$ cat config.mk
export PLATFORM = sky130hd
export DESIGN_NAME = clk_div_multi
export DESIGN_NICKNAME = d
export VERILOG_FILES = /design/src/rtl/clk_div_multi.sv
export SDC_FILE = /design/constraint.sdc
export NUM_CORES = 1
export LEC_CHECK = 0
export BUFFER_PORTS_ARGS = -buffer_cell sky130_fd_sc_hd__buf_2
export CORE_UTILIZATION = 67
export CTS_CLUSTER_DIAMETER = 100
export DETAILED_ROUTE_END_ITERATION = 16
export PLACE_DENSITY = 0.84
export SLEW_MARGIN = 15
export SYNTH_ARGS = -nofsm -noshare
export SYNTH_HDL_FRONTEND = slang
export SYNTH_SLANG_ARGS = --single-unit
$ cat constraint.sdc
create_clock -name clk -period 9.55 [get_ports clk]
set_input_delay 0.955 -clock clk [delete_from_list [all_inputs] [get_ports clk]]
set_output_delay 0.955 -clock clk [all_outputs]
set_load 0.02 [all_outputs]
$ cat src/rtl/clk_div_multi.sv
// clk_div_multi: multi-channel programmable clock divider / tick generator.
// Each channel emits a one-cycle tick and a 50% square wave. The divisor is the
// half-period in clk cycles. A new divisor is staged in a shadow register and
// only becomes active at the channel's next wrap, so a running half-period is
// never cut short or stretched.
// Optional feature macro: CLK_DIV_SYNC_EN adds the `sync` input, which zeroes
// every channel at once and applies the staged divisors immediately.
module clk_div_multi #(
    parameter int          NUM_CH  = 4,
    parameter int          CNT_W   = 32,
    parameter int unsigned DEF_DIV = 32'd500_000,
    localparam int         CH_W    = (NUM_CH > 1) ? $clog2(NUM_CH) : 1
) (
    input  logic              clk,
    input  logic              rst,
    input  logic              en,
    input  logic              cfg_we,
    input  logic [CH_W-1:0]   cfg_ch,
    input  logic [CNT_W-1:0]  cfg_div,
`ifdef CLK_DIV_SYNC_EN
    input  logic              sync,
`endif
    output logic [NUM_CH-1:0] tick,
    output logic [NUM_CH-1:0] clk_out
);

    localparam logic [CNT_W-1:0] DEF_DIV_C = CNT_W'(DEF_DIV);
    localparam logic [CNT_W-1:0] ONE_C     = CNT_W'(1);
    localparam logic [CNT_W-1:0] ZERO_C    = {CNT_W{1'b0}};
    localparam logic [CH_W:0]    NUM_CH_C  = (CH_W + 1)'(NUM_CH);

    logic [CNT_W-1:0]  cnt_r        [NUM_CH];
    logic [CNT_W-1:0]  active_div_r [NUM_CH];
    logic [CNT_W-1:0]  shadow_div_r [NUM_CH];
    logic [NUM_CH-1:0] tick_r;
    logic [NUM_CH-1:0] clk_out_r;
    logic [NUM_CH-1:0] wrap_s;
    logic [NUM_CH-1:0] wr_sel_s;
    logic              cfg_ok_s;

    // Qualify config writes (non-zero divisor, existing channel) and find wrapping channels.
    always_comb begin
        cfg_ok_s = cfg_we && (cfg_div != ZERO_C) && ({1'b0, cfg_ch} < NUM_CH_C);
        wrap_s   = {NUM_CH{1'b0}};
        wr_sel_s = {NUM_CH{1'b0}};
        for (int i = 0; i < NUM_CH; i++) begin
            // cnt never exceeds active_div-1, so this equality is the only wrap condition.
            wrap_s[i] = (cnt_r[i] == (active_div_r[i] - ONE_C));
            if (cfg_ok_s && (cfg_ch == CH_W'(i))) begin
                wr_sel_s[i] = 1'b1;
            end else begin
                wr_sel_s[i] = 1'b0;
            end
        end
    end

    // Shadow divisor staging; the last write before a wrap is the one that gets applied.
    always_ff @(posedge clk) begin
        if (rst) begin
            for (int i = 0; i < NUM_CH; i++) begin
                shadow_div_r[i] <= DEF_DIV_C;
            end
        end else begin
            for (int i = 0; i < NUM_CH; i++) begin
                if (wr_sel_s[i]) begin
                    shadow_div_r[i] <= cfg_div;
                end else begin
                    shadow_div_r[i] <= shadow_div_r[i];
                end
            end
        end
    end

    // Per-channel counter, tick strobe, square output and wrap-time divisor load.
    // The wrap reads the shadow value from before any same-cycle write.
    always_ff @(posedge clk) begin
        if (rst) begin
            for (int i = 0; i < NUM_CH; i++) begin
                cnt_r[i]        <= ZERO_C;
                active_div_r[i] <= DEF_DIV_C;
            end
            tick_r    <= {NUM_CH{1'b0}};
            clk_out_r <= {NUM_CH{1'b0}};
        end
`ifdef CLK_DIV_SYNC_EN
        else if (sync) begin
            for (int i = 0; i < NUM_CH; i++) begin
                cnt_r[i]        <= ZERO_C;
                active_div_r[i] <= shadow_div_r[i];
            end
            tick_r    <= {NUM_CH{1'b0}};
            clk_out_r <= {NUM_CH{1'b0}};
        end
`endif
        else if (en) begin
            for (int i = 0; i < NUM_CH; i++) begin
                if (wrap_s[i]) begin
                    cnt_r[i]        <= ZERO_C;
                    tick_r[i]       <= 1'b1;
                    clk_out_r[i]    <= ~clk_out_r[i];
                    active_div_r[i] <= shadow_div_r[i];
                end else begin
                    cnt_r[i]        <= cnt_r[i] + ONE_C;
                    tick_r[i]       <= 1'b0;
                end
            end
        end else begin
            tick_r <= {NUM_CH{1'b0}};
        end
    end

    assign tick    = tick_r;
    assign clk_out = clk_out_r;

endmodule

* Word level (Yosys, flattened, before mapping)
Memories as Yosys holds them, arrays and structs flattened. Index checks and enable logic that the tools add are counted.
Storage, ports and cells: bits in writable memories 384, flip-flop bits (word level) 8, memories kept 3, input bits 38
Memory list:
- active_div_r | depth 4, width 32, read ports 4, clocked after Yosys merged registers in 0, write ports 4, RTL line 33 | logic [CNT_W-1:0] active_div_r [NUM_CH];
- cnt_r | depth 4, width 32, read ports 4, clocked after Yosys merged registers in 0, write ports 4, RTL line 32 | logic [CNT_W-1:0] cnt_r [NUM_CH];
- shadow_div_r | depth 4, width 32, read ports 4, clocked after Yosys merged registers in 0, write ports 4, RTL line 34 | logic [CNT_W-1:0] shadow_div_r [NUM_CH];
Cells by class: reductions and logical operators 12, bitwise logic cells 25, add/sub/neg operators 8, equality and inequality tests 7, multiplexer cells 82
Operator list (number):
- $mux 32 | 20
- $add 32x1->32 const B | 4
- $eq 32x32->1 | 4
- $sub 32x1->32 const B | 4
- $mux 1 | 62
- $reduce_bool 32->1 | 1
- $or 1x1->1 | 20
- $reduce_and 2->1 | 4
- $logic_and 1x1->1 | 5
- $not 1->1 | 5
- $eq 2x2->1 const B | 2
- $eq 2x1->1 const B | 1
- $logic_not 2->1 | 1
- $reduce_or 2->1 | 1

* Depth between registers and ports, before layout
Gate-level depths: netlist of run 1.
word-level depth 9, depth in mapped cells 12, mapped depth without buffers 10

* Worst setup path after synthesis of run 1
OpenSTA, ideal clock, no wires.
path kind register -> register, from memory active_div_r[0][0], to memory active_div_r[0][0] (enable), stages on the path, launching flop included 10, arrival 5.009 ns, slack 4.075 ns, clock period less this slack 5.475 ns, cells stage by stage edfxtp_1 > inv_1 > ha_1 > nor4b_1 > nand4_1 > or4_4 > or4_1 > o211ai_2 > o211ai_4 > o21ai_0
RTL lines (RTL line):
- start: declaration | 33

==> results of run 1 <==
[registers in the layout, summed over array words and instances (netlist names)]
signal / count
active_div_r: 128
clk_out: 4
cnt_r: 128
shadow_div_r: 128
tick: 4
[kinds of logic (layout without fill, tap and decap cells)]
group / after synthesis / count (layout) / synth area share
AND/OR/NAND/NOR: 965 / 965 / 0.2574
flip-flops: 392 / 392 / 0.5489
XOR/XNOR: 283 / 283 / 0.1164
AO/OA/AOI/OAI: 130 / 130 / 0.04371
buffers and inverters: 107 / 172 / 0.02309
multiplexers: 12 / 12 / 0.005874
adder cells (fa/ha/maj): 8 / 8 / 0.004700
[per-stage QoR]
| step | power (uW) | util | hold slack [ns] | cell area [um2] |
|---|---|---|---|---|
| finish | 4042 | 0.7525 | 0.4883 | 23260 |
| global route | 4147 | 0.7525 | 0.5141 | 23260 |
| CTS | 4046 | 0.7523 | 0.4913 | 23250 |
| detailed placement | 2407 | 0.7068 | 0.4825 | 21850 |
| global placement | 2395 | 0.7068 | 0.4695 | 21850 |
| floorplan | 2300 | - | 0.4773 | 21300 |
[power breakdown]
part           switching [uW]  total (uW)  internal, uW
Clock                     703        1660           956
Sequential               93.6        2090          2000
Combinational             176         290           114
[worst min path at each step]
stage	to	cells after the start	slack, ns	startpoint
detailed placement	clk_out[3]$_SDFFE_PP0P_	2	0.48	clk_out[3]$_SDFFE_PP0P_
global route	active_div_r[0][13]$_SDFFCE_PN1P_	1	0.51	shadow_div_r[0][13]$_SDFFCE_PN1P_
finish	clk_out[3]$_SDFFE_PP0P_	2	0.49	clk_out[3]$_SDFFE_PP0P_
CTS	clk_out[3]$_SDFFE_PP0P_	2	0.49	clk_out[3]$_SDFFE_PP0P_
global placement	clk_out[0]$_SDFFE_PP0P_	2	0.47	clk_out[0]$_SDFFE_PP0P_
floorplan	active_div_r[0][13]$_SDFFCE_PN1P_	1	0.48	shadow_div_r[0][13]$_SDFFCE_PN1P_
[metal layers]
layer | vias up | global-route usage
met2 | 699 | 0.4605
met5 | - | 0
met3 | 109 | 0.06002
met1 | 7151 | 0.4437
li1 | 7046 | -
met4 | 2 | 0.08376
[worst max-delay path, cell delays in order (launching register included)]
cell and delay, ns:
edfxtp_1 0.46, inv_1 0.10, ha_1 0.23, nor4b_1 0.71
nand4_1 0.31, or4_4 0.52, or4_1 0.54, o211ai_2 0.12
o211ai_4 0.16, nor3_4 0.79, nand2b_1 0.15
[cell type report]
| cell class | instances | area (um2) | area share |
|---|---|---|---|
| clock buffer | 52 | 1119 | 0.04809 |
| tap | 396 | 495.5 | 0.02130 |
| inverter | 32 | 120.1 | 0.005164 |
| clock inverter | 26 | 287.8 | 0.01237 |
| timing repair buffer | 62 | 352.8 | 0.01517 |
| multi-input combinational | 1398 | 9194 | 0.3953 |
| sequential | 392 | 11690 | 0.5026 |
[placed cells by master, fill, tap and decap left out, drive strengths merged, types with 9 or more instances in the layout]
master	count
edfxtp	384
nor2	157
xnor2	144
xor2	139
nor3	109
nor2b	90
and2	85
nand2	82
and3	78
nand3	71
nor4	67
buf	62
clkbuf	52
nand4	46
or2	36
inv	34
or3	28
or4	28
nand2b	27
a21oi	24
o21ai	19
clkinv	18
and4	15
nand3b	14
a31oi	12
o31ai	12
nor4b	9
==> flow_metrics.env, run 1 <==
export IMPL_die_x_um=180.3
export IMPL_cp_end_kind="register"
export IMPL_synth_common_cells="384 x edfxtp_1, 155 x nor2_1, 144 x xnor2_1, 139 x xor2_1, 108 x nor3_1"
export IMPL_synth_main_ff_cell="edfxtp_1"
export IMPL_rr_startpoint="active_div_r[0][0]$_SDFFCE_PN0P_"
export IMPL_syn_to_final_growth_pct=9.205
export IMPL_wl_met3_um=4768
export IMPL_placementRows=64
export IMPL_max_cap_violations=0
export IMPL_nNetsFinal=1974
export IMPL_cts_resized_gates=0
export IMPL_ant_nets=0
export IMPL_grtUsageTotal=0.3021
export IMPL_grt_max_degree=79
export IMPL_synth_top_area_frac=0.5414
export IMPL_fill_cells=2026
export IMPL_ctsHoldBuffers=0
export IMPL_path_max_fanout=33
export IMPL_stdcell_count=2358
export IMPL_antenna_found_initial=2
export IMPL_leakage_uw=0.007855
export IMPL_wl_um=49560
export IMPL_hold_viol_final=0
export IMPL_m1WireLength_um=21620
export IMPL_rsz0062_at_grt="false"
export IMPL_layout_setup_ws_ns=5.160
export IMPL_gp_congestion=0.9517
export IMPL_grt_overflow_total=0
export IMPL_r2r_setup_slack_ns=5.16
export IMPL_start_util=0.6891
export IMPL_status="finished clean"
export IMPL_cp_endpoint="active_div_r[0][8]$_SDFFCE_PN1P_"
export IMPL_fin_skew_ns=0.01951
export IMPL_hp_class="reg2reg"
export IMPL_reg2regPathDepth=10
export IMPL_grt_pass1_wl_um=76710
export IMPL_dieArea_mm2=0.03251
export IMPL_cts_root_buffer="clkbuf_16"
export IMPL_relSlewSlack=0.2385
export IMPL_post_cts_buffers=0
export IMPL_cts_clk_slew_worst_paths_ns=0.06
export IMPL_dp_cells=2280
export IMPL_ys_warn_count=0
export IMPL_setup_viol=0
export IMPL_met2_length_um=21960
export IMPL_ys_ff_latch=392
export IMPL_synth_top_cell_by_area="edfxtp_1"
export IMPL_dp_hpwl_um=35550
export IMPL_r2r_end="active_div_r[0][8]$_SDFFCE_PN1P_"
export IMPL_synthArstFlopShare=0
export IMPL_synthesis_area_mm2=0.02130
export IMPL_clk_path_buf_depth=3
export IMPL_setup_tns_ns=0
export IMPL_cts_tree="built"
export IMPL_synth_enable_flop_cells=384
export IMPL_drt_initial_drc_count=1897
export IMPL_firstDrtPassIters=6
export IMPL_synth_distinct_cells=86
export IMPL_critPathLaunchType="register"
export IMPL_diodes=0
export IMPL_port_buffer_count=45
export IMPL_syn_num_nets=1943
export IMPL_drcViolationCount=0
export IMPL_place_ws_ns=4.857
export IMPL_fmax_mhz=227.8
export IMPL_p_per_area_mw_per_mm2=173.8
export IMPL_required_ns=9.82
export IMPL_fp_dieH_um=180.3
export IMPL_drive_gt1_frac=0.1070
export IMPL_synthCells=1897
export IMPL_vias=15007
export IMPL_slew_viol_final=0
export IMPL_htree_levels=2
export IMPL_worstMarginPinSlew_ns=1.130
export IMPL_ir_drop_uv=190.6
export IMPL_finalCritPeriodShare=0.4597
export IMPL_routed_via_density=6.364
export IMPL_grt_pass1_vias=14010
export IMPL_worstSkewPairLatency_ns=0.57
export IMPL_wl_per_cell_um=21.02
export IMPL_numCtsBuffers=42
export IMPL_layout_min_cycle_time_ns=4.390
export IMPL_highest_layer="met5"
export IMPL_synthTopCellsByArea="edfxtp_1 54%, xnor2_1 5.9%, xor2_1 5.7%"
export IMPL_syn_area_per_cell_um2=11.23
export IMPL_critPathArrivalTime_ns=4.66
export IMPL_critPathKind="reg2reg"
export IMPL_ys_seq_area_frac=0.5489
export IMPL_cp_startpoint="active_div_r[0][0]$_SDFFCE_PN0P_"
export IMPL_pin_count=46
export IMPL_cts_sinks=392
export IMPL_yosysMostFrequentCell="edfxtp_1"
export IMPL_coreArea_mm2=0.03091
Note: power is estimated with default switching activity, not from simulation.
==> run 2, diff against run 1 <==
- ABC_AREA: unset -> 1
- CORE_UTILIZATION: 67 -> 58
- PLACE_DENSITY: 0.84 -> 0.77
- clock period: 9.55 -> 3.85 ns (I/O delays scaled with it)
==> run 2 against run 1 <==
  * Routed wire length rose by 23%
  * Cell area rose by 13%
  * Die area rose by 30%
  * Clock-buffer cell count rose by 7
  * Power rose to 2.5 times the previous value
  * Global-route usage fell by 0.87 points
  * Register-to-register slack got worse by 4.4 ns
  * Sequential share of layout area fell by 5.8 points
  * Via count rose by 28%
  * Flip-flop and latch count did not move
  * Critical endpoint is now active_div_r[1][11]$_SDFFCE_PN0P_
==> flow_metrics.env, run 2 <==
export IMPL_firstDrtPassIters=6
export IMPL_clk_path_buf_depth=3
export IMPL_cts_sinks=392
export IMPL_htree_levels=2
export IMPL_dieArea_mm2=0.04230
export IMPL_critical_path_slowest_cell="edfxtp_1"
export IMPL_syn_area_per_cell_um2=8.060
export IMPL_critPathLaunchType="register"
export IMPL_setup_viol=0
export IMPL_placementRows=74
export IMPL_relSlewSlack=0.5713
export IMPL_syn_num_nets=3031
export IMPL_fmax_mhz=319.9
export IMPL_pin_count=46
export IMPL_nNetsFinal=3099
export IMPL_ys_ff_latch=392
export IMPL_critPathKind="reg2reg"
export IMPL_ant_nets=0
export IMPL_hp_class="in2reg"
export IMPL_grt_pass1_vias=18501
export IMPL_drcViolationCount=0
export IMPL_synth_distinct_cells=45
export IMPL_top_regs="active_div_r x128, cnt_r x128, shadow_div_r x128"
export IMPL_path_buf_inv=2
export IMPL_final_cell_mix="719 x nand2_1, 601 x nor2_1, 456 x inv_1"
export IMPL_start_util=0.5892
export IMPL_r2r_end="active_div_r[1][11]$_SDFFCE_PN0P_"
export IMPL_post_cts_buffers=0
export IMPL_synthArstFlopShare=0
export IMPL_cp_endpoint="active_div_r[1][11]$_SDFFCE_PN0P_"
export IMPL_drive_gt1_frac=0.09747
export IMPL_wl_per_cell_um=16.81
export IMPL_grt_max_degree=79
export IMPL_fill_cells=3468
export IMPL_crit_family="simple AND/OR/NAND/NOR gates"
export IMPL_routed_via_density=5.314
export IMPL_layout_min_cycle_time_ns=3.126
export IMPL_path_cells="inv_1 -> ha_1 -> nand3_2 -> nor2_4 -> nand2_1 -> o21ai_1 -> nand2_1 -> nand2_1 -> nand2_1 -> nor2_1 -> nand2_1 -> nor2_1 -> nand3_1 -> nand2_1 -> buf_4"
export IMPL_fp_dieH_um=205.7
export IMPL_synthCells=2985
export IMPL_yosysMostFrequentCell="nand2_1"
export IMPL_synth_top_cell_by_area="edfxtp_1"
export IMPL_timing_critical_path_mode_cell="nand2_1"
export IMPL_ir_drop_uv=404.1
export IMPL_rsz0062_at_grt="false"
export IMPL_final_common_cell="nand2_1"
export IMPL_diodes=0
export IMPL_cts_clk_slew_worst_paths_ns=0.07
export IMPL_synth_common_cells="720 x nand2_1, 601 x nor2_1, 456 x inv_1, 384 x edfxtp_1, 153 x nand3_1"
export IMPL_wl_um=60840
export IMPL_drt_initial_drc_count=1598
export IMPL_gp_congestion=0.9673
export IMPL_numCtsBuffers=43
export IMPL_ctsHoldBuffers=0
export IMPL_ys_seq_area_frac=0.4860
export IMPL_synthTopCellsByArea="edfxtp_1 48%, nand2_1 11%, nor2_1 9.4%"
export IMPL_hold_viol_final=0
export IMPL_grt_pass1_wl_um=95500
export IMPL_cp_end_kind="register"
export IMPL_syn_to_final_growth_pct=9.340
export IMPL_cts_tree="built"
export IMPL_r2r_setup_slack_ns=0.72
export IMPL_ys_warn_count=0
export IMPL_reg2regPathDepth=15
export IMPL_cp_startpoint="active_div_r[1][0]$_SDFFCE_PN0P_"
export IMPL_path_max_fanout=32
export IMPL_slowest_delay_ns=0.43
export IMPL_coreArea_mm2=0.04083
export IMPL_vias=19238
export IMPL_grtUsageTotal=0.2934
export IMPL_die_x_um=205.7
export IMPL_synthesis_area_mm2=0.02406
export IMPL_synth_enable_flop_cells=384
export IMPL_synth_top_area_frac=0.4793
export IMPL_antenna_found_initial=1
export IMPL_slew_viol_final=0
export IMPL_grt_overflow_total=0
export IMPL_max_cap_violations=0
export IMPL_dp_hpwl_um=46190
export IMPL_finalCritPeriodShare=0.8118
export IMPL_rr_startpoint="active_div_r[1][0]$_SDFFCE_PN0P_"
export IMPL_synth_main_ff_cell="edfxtp_1"
export IMPL_fin_skew_ns=0.01767
export IMPL_setup_tns_ns=0
export IMPL_hold_ws_ns=0.2068
export IMPL_required_ns=4.10
export IMPL_p_per_area_mw_per_mm2=387.7
export IMPL_multiInputGateArea_mm2=0.01038
export IMPL_cts_resized_gates=0
export IMPL_worstSetupPathDepth=15
export IMPL_leakage_uw=0.01091
export IMPL_area_sequential_mm2=0.01169
export IMPL_critPathArrivalTime_ns=3.37
export IMPL_port_buffer_count=45
export IMPL_worstMarginPinSlew_ns=0.6422
export IMPL_cts_root_buffer="clkbuf_16"
export IMPL_worstSkewPairLatency_ns=0.60
export IMPL_status="finished clean"
run 2: worst min path at each step:
stage	from	endpoint	depth (start not counted)
floorplan	shadow_div_r[0][15]$_SDFFCE_PN1P_	active_div_r[0][15]$_SDFFCE_PN1P_	1
global placement	clk_out[0]$_SDFFE_PP0P_	clk_out[0]$_SDFFE_PP0P_	2
detailed placement	clk_out[0]$_SDFFE_PP0P_	clk_out[0]$_SDFFE_PP0P_	2
CTS	cfg_div[8]	shadow_div_r[0][8]$_SDFFCE_PN1P_	3
global route	cfg_div[15]	shadow_div_r[1][15]$_SDFFCE_PN1P_	3
finish	cfg_div[16]	shadow_div_r[0][16]$_SDFFCE_PN1P_	3
run 2: layout make-up:
type	count	share of cell area
Tap cell	532	0.02530
Clock inverter	21	0.007563
Sequential cell	392	0.4444
Clock buffer	59	0.04623
Inverter	470	0.06707
Multi-Input combinational cell	2081	0.3946
Timing Repair Buffer	65	0.01475
run 2: cells by family after synthesis:
| family | after synthesis | synth area share |
|---|---|---|
| buf+inv | 512 | 0.08436 |
| compound gates | 88 | 0.01929 |
| xor+xnor | 207 | 0.07822 |
| fa+ha+maj | 8 | 0.004161 |
| simple gates | 1778 | 0.3280 |
| flops | 392 | 0.4860 |
run 2: routing by layer:
| metal | share of wire | vias to the layer above | global-route usage |
|---|---|---|---|
| li1 | - | 9559 | - |
| met5 | 0.00025 | - | 0 |
| met2 | 0.47 | 610 | 0.4906 |
| met1 | 0.43 | 8932 | 0.3788 |
| met4 | 0.039 | 2 | 0.1238 |
| met3 | 0.063 | 135 | 0.04466 |
run 2: where the power goes:
group          internal [uW]  switching (uW)  total [uW]
clock network           2370            1760        4130
registers               4960             219        5180
logic                    288             599         887
total                   7620            2580       10200
run 2: worst reg2reg max path, delay by kind of cell (launching register included):
family	cells	cell delay [ns]
AND/OR/NAND/NOR	11	1.33
buffers and inverters	2	0.49
flip-flops	1	0.43
AO/OA/AOI/OAI	1	0.26
adder cells (fa/ha/maj)	1	0.21
run 2: metrics by stage:
step                instance area [um2]  std cells  total power (uW)  setup slack (ns)    util
floorplan                         24060       2985              5835            0.2206       -
global placement                  24890       3540              6111            0.8579  0.6096
detailed placement                24890       3540              6137            0.8028  0.6096
CTS                               26310       3620             10260            0.7748  0.6442
global route                      26310       3620             10530            0.5008  0.6442
finish                            26310       3620             10200            0.7245  0.6442
==> run 3, diff against run 2 <==
- clock period: 3.85 -> 2.84 ns (I/O delays scaled with it)
==> run 3 against run 2 <==
  * Utilization up 2.7 points
  * Global-route usage fell by 0.85 points
  * Largest power group unchanged
  * Via count grew 2.5%
  * Routed wire length down 0.20%
  * Final cell count rose by 1.8%
  * Clock power grew 36%
==> flow_metrics.env, run 3 (same netlist as run 2, synthesis figures left out) <==
export IMPL_leakage_uw=0.01137
export IMPL_highest_layer="met4"
export IMPL_clk_path_buf_depth=3
export IMPL_rsz0062_at_grt="true"
export IMPL_stdcell_area_mm2=0.02739
export IMPL_final_util=0.6708
export IMPL_gp_congestion=0.9681
export IMPL_p_total_uw=13940
export IMPL_worstSkewPairLatency_ns=0.58
export IMPL_cts_tree="built"
export IMPL_drive_gt1_frac=0.1374
export IMPL_grt_pass1_wl_um=93930
export IMPL_fin_skew_ns=0.01512
export IMPL_status="finished clean"
export IMPL_r2r_setup_slack_ns=0.11
export IMPL_path_cells="nor2_1 -> nand2_4 -> nor2_4 -> nand2_4 -> nor2_4 -> nand2_1 -> nand3_1 -> nand2_1 -> nor2_1 -> nand2_1 -> nor2_2 -> nand2_1 -> nand2_1 -> nand2_2 -> clkinvlp_4 -> clkbuf_16"
export IMPL_worstMarginPinSlew_ns=0.5539
export IMPL_finalCritPeriodShare=0.9615
export IMPL_firstDrtPassIters=6
export IMPL_grt_pass1_vias=18674
export IMPL_rr_startpoint="active_div_r[0][3]$_SDFFCE_PN0P_"
export IMPL_ant_nets=0
export IMPL_ir_drop_uv=803.1
export IMPL_hold_path_startpoint="rst"
export IMPL_hold_viol_final=0
export IMPL_vias=19710
export IMPL_critPathLaunchType="register"
export IMPL_grtUsageTotal=0.2850
export IMPL_critPathArrivalTime_ns=3.03
export IMPL_syn_to_final_growth_pct=13.84
export IMPL_layout_min_cycle_time_ns=2.731
export IMPL_critical_path_slowest_cell="edfxtp_1"
export IMPL_wl_um=60720
export IMPL_p_per_area_mw_per_mm2=508.9
export IMPL_path_max_fanout=8
export IMPL_dieArea_mm2=0.04230
export IMPL_port_buffer_count=45
export IMPL_htree_levels=2
export IMPL_cp_end_kind="register"
export IMPL_wl_per_cell_um=16.48
export IMPL_drt_initial_drc_count=1743
export IMPL_slowest_delay_ns=0.49
export IMPL_die_x_um=205.7
export IMPL_coreArea_mm2=0.04083
export IMPL_start_util=0.5892
export IMPL_hold_path_end="shadow_div_r[0][31]$_SDFFCE_PN0P_"
export IMPL_top_regs="active_div_r x128, cnt_r x128, shadow_div_r x128"
export IMPL_final_common_cell="nand2_1"
export IMPL_holdPathStages=2
export IMPL_setup_viol=0
export IMPL_grt_max_degree=79
export IMPL_nNetsFinal=3165
export IMPL_timing_critical_path_mode_cell="nand2_1"
export IMPL_drcViolationCount=0
export IMPL_dp_hpwl_um=45100
export IMPL_r2r_end="active_div_r[0][12]$_SDFFCE_PN0P_"
export IMPL_slew_viol_final=0
export IMPL_cts_root_buffer="clkbuf_16"
export IMPL_reg2regPathDepth=16
export IMPL_met2_length_um=28570
export IMPL_grt_overflow_total=0
export IMPL_relSlewSlack=0.6293
export IMPL_cts_clk_slew_worst_paths_ns=0.06
export IMPL_required_ns=3.14
export IMPL_critPathKind="reg2reg"
export IMPL_final_cell_mix="704 x nand2_1, 573 x nor2_1, 451 x inv_1"
export IMPL_cts_sinks=392
export IMPL_antenna_found_initial=0
export IMPL_routed_via_density=5.350
export IMPL_pin_count=46
export IMPL_fp_dieH_um=205.7
export IMPL_m1WireLength_um=25550
export IMPL_max_cap_violations=0
export IMPL_numCtsBuffers=42
export IMPL_hp_class="in2reg"
export IMPL_fmax_mhz=366.2
export IMPL_diodes=0
export IMPL_post_dp_cell_area_mm2=0.02526
export IMPL_wl_met3_um=4224
export IMPL_placementRows=74
==> run 3: cell count changes in the layout (fill, tap and decap cells not counted), moves of 9 or more <==
| cell | change |
|---|---|
| buf_4 | +44 |
| clkinvlp_4 | +9 |
| nand2_1 | -15 |
| nor2_1 | -28 |
| nor2_2 | +20 |
==> run 3: worst max path at each step <==
| stage | start | to | slack [ns] | cells past startpoint |
|---|---|---|---|---|
| floorplan | cfg_div[7] | shadow_div_r[0][0]$_SDFFCE_PN0P_ | -0.69 | 6 |
| global placement | active_div_r[3][0]$_SDFFCE_PN0P_ | active_div_r[3][0]$_SDFFCE_PN0P_ | -0.10 | 15 |
| detailed placement | active_div_r[3][0]$_SDFFCE_PN0P_ | active_div_r[3][0]$_SDFFCE_PN0P_ | -0.18 | 15 |
| CTS | active_div_r[3][0]$_SDFFCE_PN0P_ | active_div_r[3][22]$_SDFFCE_PN0P_ | 0.02 | 15 |
| global route | active_div_r[0][3]$_SDFFCE_PN0P_ | active_div_r[0][29]$_SDFFCE_PN0P_ | -0.07 | 17 |
| finish | active_div_r[0][3]$_SDFFCE_PN0P_ | active_div_r[0][12]$_SDFFCE_PN0P_ | 0.11 | 16 |
==> run 3: area by class of cell <==
cell class                 instances  area (um2)
sequential                       392       11690
fill                            3291       13440
multi-input combinational       2081       10700
tap                              532       665.6
timing repair buffer             132        1157
clock inverter                    29       312.8
inverter                         470        1772
clock buffer                      48        1095
==> run 3: critical path, delay by kind of cell, from the launching register on <==
family | cells | cell delay (ns)
flops | 1 | 0.49
buf+inv | 2 | 0.38
simple gates | 14 | 1.57
==> run 3: report_power, final <==
group          leakage, uW  switching, uW  internal, uW  total, uW
clock network     0.000662           2350          3250       5600
registers          0.00396            298          6720       7020
logic              0.00675            838           478       1320
total               0.0114           3480         10500      13900
==> run 3: what timing repair did <==
item / 4_1_cts / 5_1_grt
hold buffers: 0 / 0
pin swaps: 1 / 18
endpoints found under the setup margin: 163 / 374
resized for setup: 5 / 88
setup buffers: 1 / 20
cloned: 0 / 11
==> run 3: metrics by stage <==
stage / cells / worst slack, ns / setup TNS (ns) / hold WS, ns
after floorplan: 2985 / -0.6884 / -44.06 / 0.4760
after global placement: 3575 / -0.1011 / -3.755 / 0.4846
after detailed placement: 3575 / -0.1761 / -11.17 / 0.4894
after CTS: 3653 / 0.01646 / 0 / 0.04245
after global routing: 3684 / -0.07173 / -3.014 / 0.09176
final: 3684 / 0.1094 / 0 / 0.07715
==> run 3: layer usage <==
layer  GRT usage  vias up
met3     0.04181      157
met1      0.3735     9158
li1            -     9709
met5           0        -
met4      0.1230        0
met2      0.4701      686
